[config.mk]
export PLATFORM = sky130hd
export DESIGN_NAME = uart_tx_arbiter
export DESIGN_NICKNAME = d
export VERILOG_FILES = /design/src/rtl/uart_tx_arbiter.sv
export SDC_FILE = /design/constraint.sdc
export NUM_CORES = 1
export LEC_CHECK = 0
export BUFFER_PORTS_ARGS = -buffer_cell sky130_fd_sc_hd__buf_2
export CAP_MARGIN = 30
export CELL_PAD_IN_SITES_DETAIL_PLACEMENT = 1
export CELL_PAD_IN_SITES_GLOBAL_PLACEMENT = 1
export CORE_UTILIZATION = 35
export CTS_CLUSTER_DIAMETER = 200
export DETAILED_ROUTE_END_ITERATION = 7
export GPL_ROUTABILITY_DRIVEN = 0
export PLACE_DENSITY = 0.81
export SYNTH_ARGS = -nofsm -noshare
export SYNTH_HDL_FRONTEND = slang
export SYNTH_SLANG_ARGS = --single-unit
[constraint.sdc]
create_clock -name clk -period 2.5 [get_ports clk]
set_clock_uncertainty 0.1 [all_clocks]
set_input_delay 0.5 -clock clk [delete_from_list [all_inputs] [get_ports clk]]
set_output_delay 0.5 -clock clk [all_outputs]
set_load 0.005 [all_outputs]
[src/rtl/uart_tx_arbiter.sv]
// Packet-granular round-robin arbiter sharing one uart TX FIFO between NUM_REQ byte-stream
// clients, with an idle watchdog that reclaims the grant from a client stalled mid-packet.
module uart_tx_arbiter #(
    parameter int NUM_REQ      = 4,
    parameter int IDLE_TIMEOUT = 1024
) (
    input  logic                       clk,
    input  logic                       rst_n,
    input  logic [NUM_REQ-1:0]         req_valid,
    input  logic [8*NUM_REQ-1:0]       req_data,
    input  logic [NUM_REQ-1:0]         req_last,
    output logic [NUM_REQ-1:0]         req_ready,
    input  logic                       uart_tx_fifo_full,
    output logic                       uart_tx_start,
    output logic [7:0]                 uart_tx_data_in,
    output logic                       grant_valid,
    output logic [$clog2(NUM_REQ)-1:0] grant_id,
    output logic                       timeout_err,
    output logic [$clog2(NUM_REQ)-1:0] timeout_id
);

    localparam int ID_W  = $clog2(NUM_REQ);
    localparam int CNT_W = (IDLE_TIMEOUT > 1) ? $clog2(IDLE_TIMEOUT) : 1;
    localparam bit WD_EN = (IDLE_TIMEOUT > 0);

    localparam logic [CNT_W-1:0] CNT_LAST = CNT_W'((IDLE_TIMEOUT > 0) ? IDLE_TIMEOUT - 1 : 0);
    localparam logic [ID_W-1:0]  ID_LAST  = ID_W'(NUM_REQ - 1);

    localparam logic [0:0] ST_IDLE  = 1'b0;
    localparam logic [0:0] ST_GRANT = 1'b1;

    logic [0:0]       state_q,       state_d;
    logic [ID_W-1:0]  grant_id_q,    grant_id_d;
    logic [ID_W-1:0]  last_grant_q,  last_grant_d;
    logic [CNT_W-1:0] idle_cnt_q,    idle_cnt_d;
    logic             timeout_err_q, timeout_err_d;
    logic [ID_W-1:0]  timeout_id_q,  timeout_id_d;

    logic             g_valid;
    logic             g_last;
    logic [7:0]       g_data;
    logic             pick_found;
    logic [ID_W-1:0]  pick_id;

    // Signals of the currently granted client; everyone else is ignored.
    // NOTE: every always_comb output gets a default first so no path leaves it unassigned (no latch).
    always_comb begin
        g_valid = 1'b0;
        g_last  = 1'b0;
        g_data  = 8'h00;
        for (int i = 0; i < NUM_REQ; i++) begin
            if (grant_id_q == ID_W'(i)) begin
                g_valid = req_valid[i];
                g_last  = req_last[i];
                g_data  = req_data[8*i +: 8];
            end
        end
    end

    // Round-robin pick: first valid requester after last_grant, wrapping modulo NUM_REQ.
    always_comb begin : rr_pick
        int              cand;
        logic [ID_W-1:0] cand_id;
        pick_found = 1'b0;
        pick_id    = '0;
        cand       = 0;
        cand_id    = '0;
        for (int k = 1; k <= NUM_REQ; k++) begin
            cand    = (int'(last_grant_q) + k) % NUM_REQ;
            cand_id = ID_W'(cand);
            if (!pick_found && req_valid[cand_id]) begin
                pick_found = 1'b1;
                pick_id    = cand_id;
            end
        end
    end

    // Accept and push share one cycle, so a push never lands in a full FIFO.
    always_comb begin
        req_ready       = '0;
        uart_tx_start   = 1'b0;
        uart_tx_data_in = 8'h00;
        if (state_q == ST_GRANT) begin
            for (int i = 0; i < NUM_REQ; i++) begin
                req_ready[i] = (grant_id_q == ID_W'(i)) && !uart_tx_fifo_full;
            end
            uart_tx_start   = g_valid && !uart_tx_fifo_full;
            uart_tx_data_in = g_data;
        end
    end

    always_comb begin
        state_d       = state_q;
        grant_id_d    = grant_id_q;
        last_grant_d  = last_grant_q;
        idle_cnt_d    = idle_cnt_q;
        timeout_err_d = 1'b0;
        timeout_id_d  = timeout_id_q;

        case (state_q)
            ST_IDLE: begin
                if (pick_found) begin
                    state_d    = ST_GRANT;
                    grant_id_d = pick_id;
                    idle_cnt_d = '0;
                end
            end
            ST_GRANT: begin
                if (uart_tx_start && g_last) begin
                    state_d      = ST_IDLE;
                    last_grant_d = grant_id_q;
                    idle_cnt_d   = '0;
                end else if (g_valid) begin
                    idle_cnt_d = '0;
                end else if (WD_EN && !uart_tx_fifo_full) begin
                    // A full FIFO holds the count: back-pressure is never the client's stall.
                    if (idle_cnt_q == CNT_LAST) begin
                        state_d       = ST_IDLE;
                        last_grant_d  = grant_id_q;
                        idle_cnt_d    = '0;
                        timeout_err_d = 1'b1;
                        timeout_id_d  = grant_id_q;
                    end else begin
                        idle_cnt_d = idle_cnt_q + 1'b1;
                    end
                end
            end
            default: begin
                state_d = ST_IDLE;
            end
        endcase
    end

    // NOTE: sequential state uses non-blocking assignments so all registers update together.
    always_ff @(posedge clk or negedge rst_n) begin
        if (!rst_n) begin
            state_q       <= ST_IDLE;
            grant_id_q    <= '0;
            last_grant_q  <= ID_LAST;
            idle_cnt_q    <= '0;
            timeout_err_q <= 1'b0;
            timeout_id_q  <= '0;
        end else begin
            state_q       <= state_d;
            grant_id_q    <= grant_id_d;
            last_grant_q  <= last_grant_d;
            idle_cnt_q    <= idle_cnt_d;
            timeout_err_q <= timeout_err_d;
            timeout_id_q  <= timeout_id_d;
        end
    end

    assign grant_valid = (state_q == ST_GRANT);
    assign grant_id    = grant_id_q;
    assign timeout_err = timeout_err_q;
    assign timeout_id  = timeout_id_q;

endmodule

# ---- Word level (Yosys, flattened, before mapping)
# Cells that the tools add are included.
dict set report totals {
  ff_bits 18
  elab_cells 98
}
dict set report op_classes {
  n_eq_ne 8
  n_addsub 5
  reduce_logical 19
  mux 52
  order_cmp 4
  bitwise_logic 4
}
# op n
set op_table {}
lappend op_table {{10-bit two-way mux} 5}
lappend op_table {{8-bit two-way mux} 5}
lappend op_table {{1-bit two-way mux} 27}
lappend op_table {{10-bit case mux with 2 select lines} 1}
lappend op_table {{2-bit two-way mux} 8}
lappend op_table {{2-bit by 3-bit less-than comparator with 1-bit output, second input constant} 4}
lappend op_table {{10-bit by 1-bit adder with 10-bit output, second input constant} 1}
lappend op_table {{10-bit == test, second input constant} 1}
lappend op_table {{1-bit logical AND} 9}
lappend op_table {{1-bit binary-select mux with 2-bit select} 4}
lappend op_table {{5-bit AND reduction} 1}
lappend op_table {{2-bit by 1-bit adder with 2-bit output, second input constant} 2}
lappend op_table {{2-bit adder, second input constant} 2}
lappend op_table {{2-bit == test, second input constant} 2}
lappend op_table {{1-bit logical NOT} 4}
lappend op_table {{4-bit two-way mux} 1}
lappend op_table {{2-bit by 1-bit != test with 1-bit output, second input constant} 2}
lappend op_table {{4-bit by 2-bit != test with 1-bit output, second input constant} 1}
lappend op_table {{1-bit inverter} 4}
lappend op_table {{2-bit AND reduction} 2}
lappend op_table {{4-bit AND reduction} 1}
lappend op_table {{2-bit by 1-bit == test with 1-bit output, second input constant} 1}
lappend op_table {{2-bit logical NOT} 1}
lappend op_table {{2-bit != test, second input constant} 1}
lappend op_table {{2 further kinds} 2}

# ---- Longest topological paths before layout
dict set report logic_depth {
  word_depth 15
  mapped_depth 6
  depth_no_buf 5
}

# ---- Worst setup path before layout
# No wires, ideal clock.
dict set report synth_timing {
  path_kind {register to register}
  startpoint {register grant_id_q[0] (netlist: grant_id[0])}
  endpoint {register last_grant_q[0]}
  n_path_buf 1
  arrival_ps 2125
  synth_period_minus_slack_ps 2310
  stages_incl_launch_ff 6
  setup_slack_ps 190
  path_cell_list {dfrtp_1 buf_6 mux4_2 or4_4 a21oi_2 mux2_1}
}
dict set report synth_between {
  elab_chain_len 10
  word_cells_on_any_way 23
  classes_between {eq/ne (5); mux (13); reduce/logical (5)}
}
# element line
set synth_rtl {}
lappend synth_rtl {{start: declaration} 33} ;# logic [ID_W-1:0] grant_id_q, grant_id_d;
lappend synth_rtl {{start signal: assignment} 145} ;# grant_id_q <= grant_id_d;
lappend synth_rtl {{2-bit logical NOT} 52} ;# if (grant_id_q == ID_W'(i)) begin
lappend synth_rtl {{1-bit two-way mux (4 in a row)} 52}
lappend synth_rtl {{1-bit logical AND} 87} ;# uart_tx_start = g_valid && !uart_tx_fifo_full;
lappend synth_rtl {{1-bit two-way mux} 83} ;# if (state_q == ST_GRANT) begin
lappend synth_rtl {{1-bit logical AND} 109} ;# if (uart_tx_start && g_last) begin
lappend synth_rtl {{2-bit by 1-bit != test with 1-bit output (no source line) / 2-bit nonzero test (equally long branches)} --}
lappend synth_rtl {{4-bit AND reduction (no source line)} --}
lappend synth_rtl {{end signal: assignment} 146} ;# last_grant_q <= last_grant_d;
lappend synth_rtl {{end: declaration} 34} ;# logic [ID_W-1:0] last_grant_q, last_grant_d;
# Several ways; a longest one is shown, not always the timed one. The select of a mux whose other input is x is not followed.
# A chain may end at the register's enable or synchronous reset.

# ---- Worst setup path in the final report
dict set report layout_timing {
  startpoint {register grant_id_q[0] (netlist: grant_id[0])}
  endpoint {output uart_tx_data_in[1]}
}
dict set report layout_between {
  elab_chain_len 6
  word_cells_on_any_way 9
  classes_between {eq/ne (3); mux (5); reduce/logical (1)}
}
# element line
set layout_rtl {}
lappend layout_rtl {{2-bit logical NOT} 52}
lappend layout_rtl {{8-bit two-way mux (3 in a row)} 52}
lappend layout_rtl {{8-bit two-way mux (*)} 52}
lappend layout_rtl {{8-bit two-way mux (*)} 83}
lappend layout_rtl {{end: declaration} 15} ;# output logic [7:0] uart_tx_data_in,
# Every way passes the cells marked *; elsewhere a longest branch is shown, timed or not.

==> results <==
- The flow ran to the end, and the final reports show no timing, DRC or antenna violations.
- The category of the most critical setup path is flop to output pin.
- The number of buffers inserted to repair setup after CTS is 0.
- In this run the tightest slew margin relative to its limit is about two thirds.
- The least setup slack across all paths after layout is 113 ps.
- The count of endpoints failing setup in the final report is 0.
- For flop-to-flop paths, the worst setup slack is 320 ps.
- Setup repair after global routing left no endpoint under its margin.
- The floorplan die area is roughly 4200 um2.
- The area of the multi-input gates is 843 um2.
- The first-pass iteration count of the detailed router is 4.
- In this run, the combinational gates consume 56.5% of the power.
- The layout has 456 filler cells.
- The fraction of power spent switching nets is between 30% and 40%.
- The number of nets with antenna violations after detailed routing is 0.
- The number of antenna diodes is 0.
- The share of the cycle needed by the critical path after routing is 95.5%.
- Setup total negative slack on the finished layout was measured at 0 ps.
- Measured along the x axis, the die boundary spans 64.5 um.
- The number of enable flip-flop cells after synthesis is 0.
- The internal power is 953 uW.
- In the routed design, unresolved DRC markers number 0.
- Summing every instance area after synthesis gives 1370 um2.
- By area the synthesized netlist is led by dfrtp_1, mux4_1, mux4_2.
- The number of buffers created by CTS is 3.
- The number of global-route vias before repair is 1508.
- At the pin with the least slew margin, the transition time is 506 ps.
- The terminus of the critical flop-to-flop path is last_grant_q[1].
- The core area is 3720 um2.
- Input and output buffers added on the ports amount to 61.
- Relative to the synthesized area, the layout overhead comes to 29.4%.
- Synthesis produced a netlist with a net count of approximately 170.
- At the end of the flow the core is filled with cells to 47.6%.
- The worst register-to-register path has a depth of 4.
- The count of pins on the block boundary is 62.
- Data on the critical path arrives at its endpoint at ~1800 ps.
- Summed over all layers, the global routing overflow is 0.
- The sequential share of power is 27.3%.
- The start point of the critical path is grant_id[0].
- For this design the total switching power over the nets is approximately 570 uW.
- Of all cell types, the one taking the most synthesized area is dfrtp_1.
- The share of the yosys chip area belonging to registers is 33.1%.
- In this run, post-CTS repair resized a total of 0 instances.
- At the placement stage, the worst setup path has a slack of 88.2 ps.
- The first global-routing pass estimated 7290 um of wire.
- The final count of pins violating max slew is 0.
- In this run the worst path has a maximum fanout of 17.
- The worst setup path is launched from a flop.
- Counting flops with an async set or reset pin after synthesis yields a share of 100%.
- The most common library cell in the layout ignoring fill and taps is buf_2.
- Data on the critical path is required at its endpoint by approximately 1900 ps.
- The max-capacitance violation count is 0.
- The hold violation total from the final report is 0.
- The top cell types in the final layout, fill and taps aside, are buf_2, dfrtp_1, nand2_1, nor2_1, and2_1.
- At the end of the flow, the number of nets in the layout was ~240.
- The highest ir drop seen on vdd is 0.305 mV.
- The die boundary height is 64.5 um.
- The initial antenna violation count is 0.
- TritonCTS built the clock tree.
- Power spread over the standard cell area amounts to about 860 nW/um2.
- For this run, the total global-route usage over all layers was measured as 22.8%.
- The via density per instance is 5.77.
- The worst setup path is captured at an output pin.
- At the later pin of the worst-skew pair, clock insertion delay measures 260 ps.
- Summed over its instances, the top area cell type makes up 29.3% of the synthesized netlist area.
- A synthesized cell averages 10.8 um2.
- The static leakage is 0.000837 uW.
- Synthesis inferred 18 register bits.
- The fraction of layout cells with a size suffix above 1 is 45.0%.
- The clock period minus worst slack is 2390 ps.
- The starting density of the core is a little under two fifths.
- The clock network accounts for 16.2% of the total power.
- For this block, the via count after detailed routing is 1380.
- The final routed wire length divided by cell count is 18.2 um.
- Across the whole layout, storage elements account for 453 um2.
- Clock-pin slew was measured on the worst setup and hold paths at 70 ps.
- The worst register-to-register path begins at grant_id[0].
- The quantity of hold-fixing buffers added after cts is 0.
- The post-synthesis cell type count is 45.
- The violation count after the first detailed-routing iteration is 46.
- The total length of routed wires is 4360 um.
- The number of warnings issued by yosys is 0.
- For this run, the top clock speed supported by timing is 419 MHz.
- The floorplan has 22 rows.
- Counting every sink on the clock net gives 18.
- After legalization and detailed placement, the total HPWL measured 3470 um.
- The tree is rooted in a clkbuf_8.
- Entering global routing, the biggest net connects 19 pins.
- The most common flop cell mapped by yosys is dfrtp_1.
- The completed layout was analyzed and its total power is 1520 uW.
- The synthesized netlist cell count is 127.
- The maximum clock path buffer count is 2.
- The path class of the tightest hold or removal check is input pin to async pin.
- In this run the number of H-tree levels came out at 1.
layout make-up:
cell class,count,area share [%]
repair buffers,67,19.8
flip-flops and latches,18,25.6
inverters,2,0.424
well taps,48,3.39
multi-input cells,100,47.7
clock buffers,4,3.11
per-layer routing:
| metal | part of all wire [%] | vias up | wire length (um) | global-route usage, % |
|---|---|---|---|---|
| li1 | - | 622 | - | - |
| met1 | 39 | 681 | 1700 | 25.1 |
| met2 | 51 | 66 | 2240 | 42.4 |
| met3 | 7.8 | 11 | 342 | 4.58 |
| met4 | 2.0 | 0 | 87 | 8.89 |
| met5 | 0 | - | 0 | 0 |
cells in the mapped netlist, types with 3 or more instances:
library cell  count
and2_1            8
a21oi_1           3
nor2_1            9
a22o_1            3
nand2b_1          3
nand2_1           9
a31oi_1           5
mux4_1            6
mux4_2            4
dfrtp_1          16
o21ai_0           6
nor3b_1           4
mux2_2            3
clkbuf_1          3
clkbuf_8          3
nand3_1           6
registers in the layout, summed over array words and instances, names as in the netlist:
| signal | cells |
|---|---|
| last_grant_q | 2 |
| timeout_err | 1 |
| grant_id | 2 |
| timeout_id | 2 |
| grant_valid | 1 |
| idle_cnt_q | 10 |
power groups by stage:
stage                     combinational (uW)  sequential [uW]  clock (uW)
after CTS                                873              416         249
after floorplan                          606              414           0
after global routing                     947              427         260
after global placement                   820              414           0
final                                    859              415         246
after detailed placement                 864              421           0
kinds of logic after synthesis:
| kind of cell | after synthesis | synth area share, % |
|---|---|---|
| flops | 18 | 33.1 |
| simple gates | 53 | 22.1 |
| mux | 17 | 23.7 |
| xor+xnor | 1 | 0.641 |
| compound gates | 28 | 14.4 |
| fa+ha+maj | 1 | 0.915 |
| buf+inv | 9 | 5.22 |
critical path, stage by stage (launching register included):
cell and delay, ps:
dfrtp_1 380, buf_4 260, mux4_1 580, and2_1 180, buf_2 120
metrics by stage:
| step | hold slack, ps | instance area [um2] | cells |
|---|---|---|---|
| final | 65.6 | 1770 | 239 |
| after global routing | 88.1 | 1770 | 239 |
| after CTS | 81.9 | 1770 | 239 |
| after detailed placement | 360 | 1710 | 235 |
| after global placement | 350 | 1710 | 235 |
| after floorplan | 104 | 1370 | 127 |
worst max-delay path by stage:
stage / end / slack, ps
final: uart_tx_data_in[1] / 110
after global routing: uart_tx_data_in[2] / 40
after floorplan: last_grant_q[0] / 190
after CTS: uart_tx_data_in[2] / 90
after global placement: last_grant_q[0] / 150
after detailed placement: last_grant_q[1] / 90
Note: power is estimated with default switching activity, not from simulation.
